<file path="config.mk">
export PLATFORM = sky130hd
export DESIGN_NAME = i2c_target_bus_monitor
export DESIGN_NICKNAME = d
export VERILOG_FILES = /design/src/rtl/i2c_mon_pkg.sv /design/src/rtl/i2c_mon_filter.sv /design/src/rtl/i2c_target_bus_monitor.sv
export SDC_FILE = /design/constraint.sdc
export NUM_CORES = 1
export LEC_CHECK = 0
export BUFFER_PORTS_ARGS = -buffer_cell sky130_fd_sc_hd__buf_2
export CORE_MARGIN = 1.5
export CORE_UTILIZATION = 55
export CTS_CLUSTER_DIAMETER = 100
export CTS_CLUSTER_SIZE = 24
export DETAILED_ROUTE_END_ITERATION = 10
export MAX_ROUTING_LAYER = met4
export PLACE_DENSITY = 0.93
export SYNTH_ARGS = -nofsm -noshare
export SYNTH_HDL_FRONTEND = slang
export SYNTH_SLANG_ARGS = --single-unit
</file>
<file path="constraint.sdc">
create_clock -name clk_i -period 2.5 [get_ports clk_i]
set_clock_uncertainty 0.1 [all_clocks]
set_input_delay 0.25 -clock clk_i [delete_from_list [all_inputs] [get_ports clk_i]]
set_output_delay 0.25 -clock clk_i [all_outputs]
set_load 0.05 [all_outputs]
</file>
<file path="src/rtl/i2c_mon_pkg.sv">
// ---------------------------------------------------------------------------
// i2c_mon_pkg
// Shared types and constants for the passive I2C target-side bus monitor.
//   i2c_mon_state_e : protocol-tracking FSM states
//   I2cAddrWidth    : 7-bit target address width
//   I2cBitsPerByte  : bits per byte on the wire (ACK bit excluded)
// ---------------------------------------------------------------------------
package i2c_mon_pkg;

  localparam int I2cAddrWidth   = 7;
  localparam int I2cBitsPerByte = 8;

  typedef enum logic [2:0] {
    IDLE,
    ADDR,
    ADDR_ACK,
    WR_BYTE,
    WR_ACK,
    RD_BYTE,
    RD_ACK,
    WAIT_STOP
  } i2c_mon_state_e;

endpackage

</file>
<file path="src/rtl/i2c_mon_filter.sv">
// ---------------------------------------------------------------------------
// i2c_mon_filter
// Single-bit stability filter. The output follows the input only after the
// input has disagreed with the output for GlitchCycles consecutive cycles.
// Resets to 1 (idle I2C line level).
// Ports:
//   clk_i  : clock
//   rst_ni : asynchronous active-low reset
//   in_i   : raw (already synchronised) input
//   out_o  : filtered output
// ---------------------------------------------------------------------------
module i2c_mon_filter #(
  parameter int GlitchCycles = 2
) (
  input  logic clk_i,
  input  logic rst_ni,
  input  logic in_i,
  output logic out_o
);

  localparam int CntWidth = (GlitchCycles > 1) ? $clog2(GlitchCycles + 1) : 1;

  logic                r_out;
  logic [CntWidth-1:0] r_cnt;

  always_ff @(posedge clk_i or negedge rst_ni) begin
    if (!rst_ni) begin
      r_out <= 1'b1;
      r_cnt <= '0;
    end else if (in_i != r_out) begin
      // The current cycle is the (r_cnt+1)-th consecutive disagreeing sample.
      if (r_cnt == CntWidth'(GlitchCycles - 1)) begin
        r_out <= in_i;
        r_cnt <= '0;
      end else begin
        r_cnt <= r_cnt + 1'b1;
      end
    end else begin
      r_cnt <= '0;
    end
  end

  assign out_o = r_out;

endmodule

</file>
<file path="src/rtl/i2c_target_bus_monitor.sv">
// ---------------------------------------------------------------------------
// i2c_target_bus_monitor
// Passive I2C target-side bus observer. Samples SCL/SDA only (never drives
// the bus) and reports bus conditions, the received address byte with RnW,
// per-channel address/mask matches, host NACK on reads, a saturating data
// byte counter and bus-busy / bus-free status.
//
// Optional build macro: I2C_MON_GLITCH_FILTER_EN
//   defined   : SCL and SDA pass through i2c_mon_filter (GlitchCycles latency)
//   undefined : raw SCL/SDA are used; GlitchCycles is ignored
//
// Ports:
//   clk_i, rst_ni      : clock, asynchronous active-low reset
//   scl_i, sda_i       : bus lines, already synchronised to clk_i
//   enable_i           : monitor enable (0 forces IDLE, clears held outputs)
//   target_addr_i      : NumAddr x 7-bit addresses, channel k at [7k+6:7k]
//   target_mask_i      : NumAddr x 7-bit compare masks, 1 = bit compared
//   t_bus_free_i       : bus-free time in clk cycles
//   bus_start_o        : START pulse
//   bus_rstart_o       : repeated-START pulse
//   bus_stop_o         : STOP pulse
//   bus_addr_o         : {addr[6:0], RnW} of last address byte
//   bus_addr_valid_o   : pulse when bus_addr_o updates
//   addr_match_o       : per-channel match vector, held until next START
//   addr_match_idx_o   : lowest matching channel, 0 if none
//   tx_host_nack_o     : pulse when host NACKs a read byte
//   byte_cnt_o         : saturating data byte count of current transfer
//   bus_busy_o         : high from START until STOP
//   bus_free_o         : high once bus has been idle t_bus_free_i cycles
// ---------------------------------------------------------------------------
module i2c_target_bus_monitor
  import i2c_mon_pkg::*;
#(
  parameter int NumAddr      = 2,
  parameter int ByteCntWidth = 8,
  parameter int TimerWidth   = 20,
  parameter int GlitchCycles = 2,
  localparam int IdxWidth    = (NumAddr > 1) ? $clog2(NumAddr) : 1
) (
  input  logic                          clk_i,
  input  logic                          rst_ni,
  input  logic                          scl_i,
  input  logic                          sda_i,
  input  logic                          enable_i,
  input  logic [NumAddr*I2cAddrWidth-1:0] target_addr_i,
  input  logic [NumAddr*I2cAddrWidth-1:0] target_mask_i,
  input  logic [TimerWidth-1:0]         t_bus_free_i,
  output logic                          bus_start_o,
  output logic                          bus_rstart_o,
  output logic                          bus_stop_o,
  output logic [I2cBitsPerByte-1:0]     bus_addr_o,
  output logic                          bus_addr_valid_o,
  output logic [NumAddr-1:0]            addr_match_o,
  output logic [IdxWidth-1:0]           addr_match_idx_o,
  output logic                          tx_host_nack_o,
  output logic [ByteCntWidth-1:0]       byte_cnt_o,
  output logic                          bus_busy_o,
  output logic                          bus_free_o
);

  function automatic logic [ByteCntWidth-1:0] sat_inc_cnt(input logic [ByteCntWidth-1:0] v);
    return (&v) ? v : v + 1'b1;
  endfunction

  function automatic logic [TimerWidth-1:0] sat_inc_tmr(input logic [TimerWidth-1:0] v);
    return (&v) ? v : v + 1'b1;
  endfunction

  logic w_scl;
  logic w_sda;

`ifdef I2C_MON_GLITCH_FILTER_EN
  i2c_mon_filter #(.GlitchCycles(GlitchCycles)) u_scl_filter (
    .clk_i (clk_i),
    .rst_ni(rst_ni),
    .in_i  (scl_i),
    .out_o (w_scl)
  );
  i2c_mon_filter #(.GlitchCycles(GlitchCycles)) u_sda_filter (
    .clk_i (clk_i),
    .rst_ni(rst_ni),
    .in_i  (sda_i),
    .out_o (w_sda)
  );
`else
  assign w_scl = scl_i;
  assign w_sda = sda_i;
  logic w_unused_glitch;
  assign w_unused_glitch = (GlitchCycles != 0);
`endif

  // Previous-sample registers for edge detection; idle bus level is 1.
  logic r_scl_q;
  logic r_sda_q;

  always_ff @(posedge clk_i or negedge rst_ni) begin
    if (!rst_ni) begin
      r_scl_q <= 1'b1;
      r_sda_q <= 1'b1;
    end else begin
      r_scl_q <= w_scl;
      r_sda_q <= w_sda;
    end
  end

  logic w_start;
  logic w_stop;
  logic w_scl_rise;

  assign w_start    = r_scl_q & w_scl &  r_sda_q & ~w_sda;
  assign w_stop     = r_scl_q & w_scl & ~r_sda_q &  w_sda;
  assign w_scl_rise = ~r_scl_q & w_scl;

  // FSM and registered outputs
  i2c_mon_state_e               r_state;
  logic [2:0]                   r_bit_cnt;
  logic [I2cAddrWidth-1:0]      r_shift;
  logic                         r_start;
  logic                         r_rstart;
  logic                         r_stop;
  logic [I2cBitsPerByte-1:0]    r_bus_addr;
  logic                         r_addr_valid;
  logic [NumAddr-1:0]           r_match;
  logic                         r_nack;
  logic [ByteCntWidth-1:0]      r_byte_cnt;
  logic                         r_busy;

  // r_shift holds the 7 address bits by the time the RnW bit is sampled.
  logic [NumAddr-1:0] w_match;
  always_comb begin
    w_match = '0;
    for (int k = 0; k < NumAddr; k++) begin
      w_match[k] = ((r_shift & target_mask_i[k*I2cAddrWidth +: I2cAddrWidth]) ==
                    (target_addr_i[k*I2cAddrWidth +: I2cAddrWidth] &
                     target_mask_i[k*I2cAddrWidth +: I2cAddrWidth]));
    end
  end

  logic w_last_bit;
  assign w_last_bit = (r_bit_cnt == 3'(I2cBitsPerByte - 1));

  always_ff @(posedge clk_i or negedge rst_ni) begin
    if (!rst_ni) begin
      r_state      <= IDLE;
      r_bit_cnt    <= '0;
      r_shift      <= '0;
      r_start      <= 1'b0;
      r_rstart     <= 1'b0;
      r_stop       <= 1'b0;
      r_bus_addr   <= '0;
      r_addr_valid <= 1'b0;
      r_match      <= '0;
      r_nack       <= 1'b0;
      r_byte_cnt   <= '0;
      r_busy       <= 1'b0;
    end else begin
      r_start      <= 1'b0;
      r_rstart     <= 1'b0;
      r_stop       <= 1'b0;
      r_addr_valid <= 1'b0;
      r_nack       <= 1'b0;

      if (!enable_i) begin
        r_state    <= IDLE;
        r_bit_cnt  <= '0;
        r_shift    <= '0;
        r_bus_addr <= '0;
        r_match    <= '0;
        r_byte_cnt <= '0;
        r_busy     <= 1'b0;
      end else if (w_start) begin
        // Bus conditions win over bit sampling in the same cycle.
        if (r_busy) r_rstart <= 1'b1;
        else        r_start  <= 1'b1;
        r_busy     <= 1'b1;
        r_state    <= ADDR;
        r_bit_cnt  <= '0;
        r_match    <= '0;
        r_byte_cnt <= '0;
      end else if (w_stop) begin
        r_stop  <= 1'b1;
        r_busy  <= 1'b0;
        r_state <= IDLE;
      end else if (w_scl_rise) begin
        case (r_state)
          ADDR: begin
            r_shift <= {r_shift[I2cAddrWidth-2:0], w_sda};
            if (w_last_bit) begin
              r_bit_cnt    <= '0;
              r_bus_addr   <= {r_shift, w_sda};
              r_addr_valid <= 1'b1;
              r_match      <= w_match;
              r_state      <= ADDR_ACK;
            end else begin
              r_bit_cnt <= r_bit_cnt + 1'b1;
            end
          end
          ADDR_ACK: begin
            if (!w_sda && (|r_match)) r_state <= r_bus_addr[0] ? RD_BYTE : WR_BYTE;
            else                      r_state <= WAIT_STOP;
          end
          WR_BYTE, RD_BYTE: begin
            if (w_last_bit) begin
              r_bit_cnt <= '0;
              r_state   <= (r_state == WR_BYTE) ? WR_ACK : RD_ACK;
            end else begin
              r_bit_cnt <= r_bit_cnt + 1'b1;
            end
          end
          WR_ACK: begin
            r_byte_cnt <= sat_inc_cnt(r_byte_cnt);
            r_state    <= w_sda ? WAIT_STOP : WR_BYTE;
          end
          RD_ACK: begin
            r_byte_cnt <= sat_inc_cnt(r_byte_cnt);
            if (w_sda) begin
              r_nack  <= 1'b1;
              r_state <= WAIT_STOP;
            end else begin
              r_state <= RD_BYTE;
            end
          end
          default: ;  // IDLE, WAIT_STOP: bits ignored
        endcase
      end
    end
  end

  // Bus-free timer: runs regardless of enable_i. It counts while the bus is
  // idle-high in IDLE, including the STOP cycle itself so that a zero
  // threshold asserts bus_free_o together with the STOP pulse.
  logic [TimerWidth-1:0] r_timer;
  logic                  r_free;
  logic                  w_timer_run;

  assign w_timer_run = ((r_state == IDLE) || w_stop) && w_scl && w_sda;

  always_ff @(posedge clk_i or negedge rst_ni) begin
    if (!rst_ni) begin
      r_timer <= '0;
      r_free  <= 1'b1;
    end else if (w_start) begin
      r_timer <= '0;
      r_free  <= 1'b0;
    end else if (w_timer_run) begin
      r_timer <= sat_inc_tmr(r_timer);
      if (r_timer >= t_bus_free_i) r_free <= 1'b1;
    end
  end

  // Lowest set bit wins: scan from the top so the lowest index is written last.
  logic [IdxWidth-1:0] w_match_idx;
  always_comb begin
    w_match_idx = '0;
    for (int k = NumAddr - 1; k >= 0; k--) begin
      if (r_match[k]) w_match_idx = IdxWidth'(k);
    end
  end

  assign bus_start_o      = r_start;
  assign bus_rstart_o     = r_rstart;
  assign bus_stop_o       = r_stop;
  assign bus_addr_o       = r_bus_addr;
  assign bus_addr_valid_o = r_addr_valid;
  assign addr_match_o     = r_match;
  assign addr_match_idx_o = w_match_idx;
  assign tx_host_nack_o   = r_nack;
  assign byte_cnt_o       = r_byte_cnt;
  assign bus_busy_o       = r_busy;
  assign bus_free_o       = r_free;

endmodule

</file>
==> results.md <==
- Dominant synthesized flop cell: dfrtp_1
- Global route overflow: 0
- Most used cell, CP: or4_1
- Layout cells sized above 1: 23.38%
- Highest-count cells in the layout ignoring fill and taps: buf_2 (78), dfrtp_1 (57), nand2_1 (37)
- Yosys Warn Count: 0
- Core area: 6314 um2
- DR pass1 iterations: 5
- Synthesized instance count: 388
- Seq pwr share: 46.9%
- Initial antenna violation count: 0
- Post-DRT Antenna Nets: 0
- Tmin final: 2.271 ns
- DR iter-0 viols: 374
- Combinational power share: 14.4%
- DRC: 0
- Status: complete, no violations
- Vias in the first global route: 3,158
- Clk network pwr share: 38.7%
- Initial Util: 56.76%
- Area of the multi-input gates: 1919 um2
- Largest net degree at the start of global routing: 33
- Least-Margin Pin Slew: 0.9762 ns
- Maximum VDD drop: 468.2 uV
- Clock Path Buffers: 2
- Crit Path Category: flop to flop
- First-pass GRT wire length: 14.66 mm
- Final hold violations: 0
- Pwr Density: 535.6 nW/um2
- CTS tree: yes
- Tcrit/Tclk final: 90.82%
- Register area: 1505 um2
- I/O Buffers: 78
- Antenna Cells: 0
- Final Slew Violations: 0
- Max-cap violations: 0
- Seq/Total Area, Yosys: 42.00%
- Critical Path Sink Type: flop
- Syn Nets: 465
- CTS clock-pin slew for the worst setup and hold paths: 0.07 ns
- Final setup TNS: 0 ns
- Sink Count: 60
- EDFF count, synth: 0
- RSZ-0062 raised after global routing: false
- Required time worst endpoint: 2.63 ns
- Vias/cell: 6.013
- CP Launch Type: flop
- Tot GR Track Use: 26.49%
- Layout Nets: 551
- Vias post-DR: 3,343
- Area growth syn-to-layout: 20.22%
- Cell row count: 29
- Slew headroom: 34.62%
- Worst EP arrival: 2.40 ns
- Setup Buffers After CTS: 0
- Die height: 83.72 um
- GPL Wtd Cong: 0.9154
- Fill cell count: 479
- Crit path max fanout: 14
- Htree depth: 3
- DRT Wirelength: 8.636 mm
- Critical path's largest stage delay: 0.76 ns
- Library cells used by synthesis: 50
- Sw frac: 29.85%
- Pint: 1.619 mW
- # setup viols final: 0
- WP buf/inv: 0
- CP top delay family: simple AND/OR/NAND/NOR gates
- CTS buffer count: 9
- Leak pwr: 2.172 nW
- Most common cell after layout, fill and taps aside: buf_2
- Mean Syn Cell Area: 9.236 um2
- Crit path cell chain: nand4_1 -> or4_1 -> o21ai_4 -> or4_1 -> a21oi_1
- Clock latency on the worst-skew pair: 0.36 ns
- Final core utilization: 68.23%
- DIE WIDTH: 83.72 um
- I/O pin total: 79
- Detailed Place HPWL: 6.183 mm
- Die area: 7008 um2
- Highest clock rate: 0.4404 GHz
- Class of the worst hold path: input pin to flop
- CTS Root Cell: clkbuf_8
- Syn Std Cell Area: 3583 um2
- Seq cells post-synth: 60
- Worst path slowest cell: or4_1
- P_sw: 688.8 uW
- Async set or reset register ratio after synthesis: 100.0%
- WL/cell: 15.53 um
[kinds of logic (layout without fill, tap and decap cells)]
logic type,count (synthesis),count (layout),synth area share [%]
AOI/OAI and AO/OA,91,91,17.28
xor gates and xnor gates,29,29,7.088
adders and majority gates,24,24,8.380
buffers and inverters,41,132,4.679
DFF,60,60,42.00
muxes,7,7,2.025
and+or+nand+nor,136,136,18.54
[registers in the layout, indices dropped and copies added (netlist names)]
name / flops
tx_host_nack_o: 1
bus_addr_valid_o: 1
bus_rstart_o: 1
bus_start_o: 1
bus_free_o: 1
r_sda_q: 1
bus_busy_o: 1
bus_stop_o: 1
bus_addr_o: 8
r_scl_q: 1
r_timer: 20
addr_match_o: 2
r_shift: 7
r_state: 3
byte_cnt_o: 8
r_bit_cnt: 3
[cell usage after synthesis, types with 2 or more instances]
cell	count	area, um2
a211oi_1	4	30.03
a21o_1	5	37.54
a21oi_1	19	95.09
a222oi_1	2	20.02
a22o_1	8	70.07
a22oi_1	4	30.03
a31oi_1	2	12.51
and4_1	3	26.28
buf_2	2	10.01
clkbuf_1	9	33.78
dfrtp_1	57	1426
dfstp_2	3	78.83
ha_1	24	300.3
inv_1	28	105.1
mux2_2	2	22.52
mux2i_1	5	50.05
nand2_1	37	138.9
nand3_1	17	85.08
nand4_1	9	56.30
nand4b_1	2	17.52
nor2_1	35	131.4
nor2b_1	4	25.02
nor3_1	9	45.04
nor4_1	5	31.28
o2111ai_1	4	35.03
o211ai_1	10	75.07
o21ai_0	19	95.09
o21ai_1	3	15.01
or3_1	3	18.77
or4_1	7	52.55
xnor2_1	7	61.31
xor2_1	22	192.7
[final timing paths]
| path | cells after the start | endpoint | from | slack, ns |
|---|---|---|---|---|
| min in group asynchronous | 2 | r_timer[1]$_DFFE_PN0P_ | rst_ni | 0.40 |
| max in group asynchronous | 3 | r_scl_q$_DFF_PN1_ | rst_ni | 1.21 |
| worst min register to register | 2 | bus_free_o$_DFFE_PN1P_ | bus_free_o$_DFFE_PN1P_ | 0.40 |
| worst min-delay path | 1 | r_sda_q$_DFF_PN1_ | sda_i | 0.03 |
| worst max register to register | 5 | r_timer[5]$_DFFE_PN0P_ | r_timer[6]$_DFFE_PN0P_ | 0.23 |
| worst max-delay path | 5 | r_timer[5]$_DFFE_PN0P_ | r_timer[6]$_DFFE_PN0P_ | 0.23 |
[cell type report]
class | instances | area share, %
Clock buffer | 9 | 2.875
Sequential cell | 60 | 34.94
Clock inverter | 7 | 1.743
Multi-Input combinational cell | 287 | 44.55
Timing Repair Buffer | 88 | 11.21
Tap cell | 77 | 2.236
Inverter | 28 | 2.440
[repair_timing]
action	CTS	global route
endpoints found under the setup margin	0	3
hold buffers	2	0
resized for setup	0	2
endpoints found under the hold margin	31	0
[routing by layer]
metal,track usage [%],part of all wire (%)
met5,-,0
met3,4.748,6.7
met4,11.03,2.2
met1,33.18,41
met2,42.60,50
[through the flow]
step	setup WS, ns	power [mW]	hold WS [ns]	cells	area, um2
after global placement	0.2834	1.400	0.2486	538	4080
after floorplan	0.3168	1.289	-0.1456	388	3583
after CTS	0.1848	2.302	0.03160	556	4299
after global routing	0.07437	2.409	0.04245	556	4308
final	0.2294	2.307	0.03398	556	4308
after detailed placement	0.2127	1.426	0.2633	538	4080
[power groups by stage]
stage | Combinational (mW) | Clock, mW | Sequential [mW]
3_5_place_dp | 0.325 | 0 | 1.10
4_1_cts | 0.333 | 0.887 | 1.08
2_1_floorplan | 0.199 | 0 | 1.09
3_3_place_gp | 0.307 | 0 | 1.09
5_1_grt | 0.380 | 0.939 | 1.09
6_report | 0.332 | 0.892 | 1.08
[worst reg2reg max path, delay by kind of cell, from the launching register on]
kind | cells | cell delay [ns]
AND/OR/NAND/NOR | 3 | 1.14
flip-flops | 1 | 0.46
AO/OA/AOI/OAI | 2 | 0.45
No activity file was read; power rests on OpenSTA's default activity.
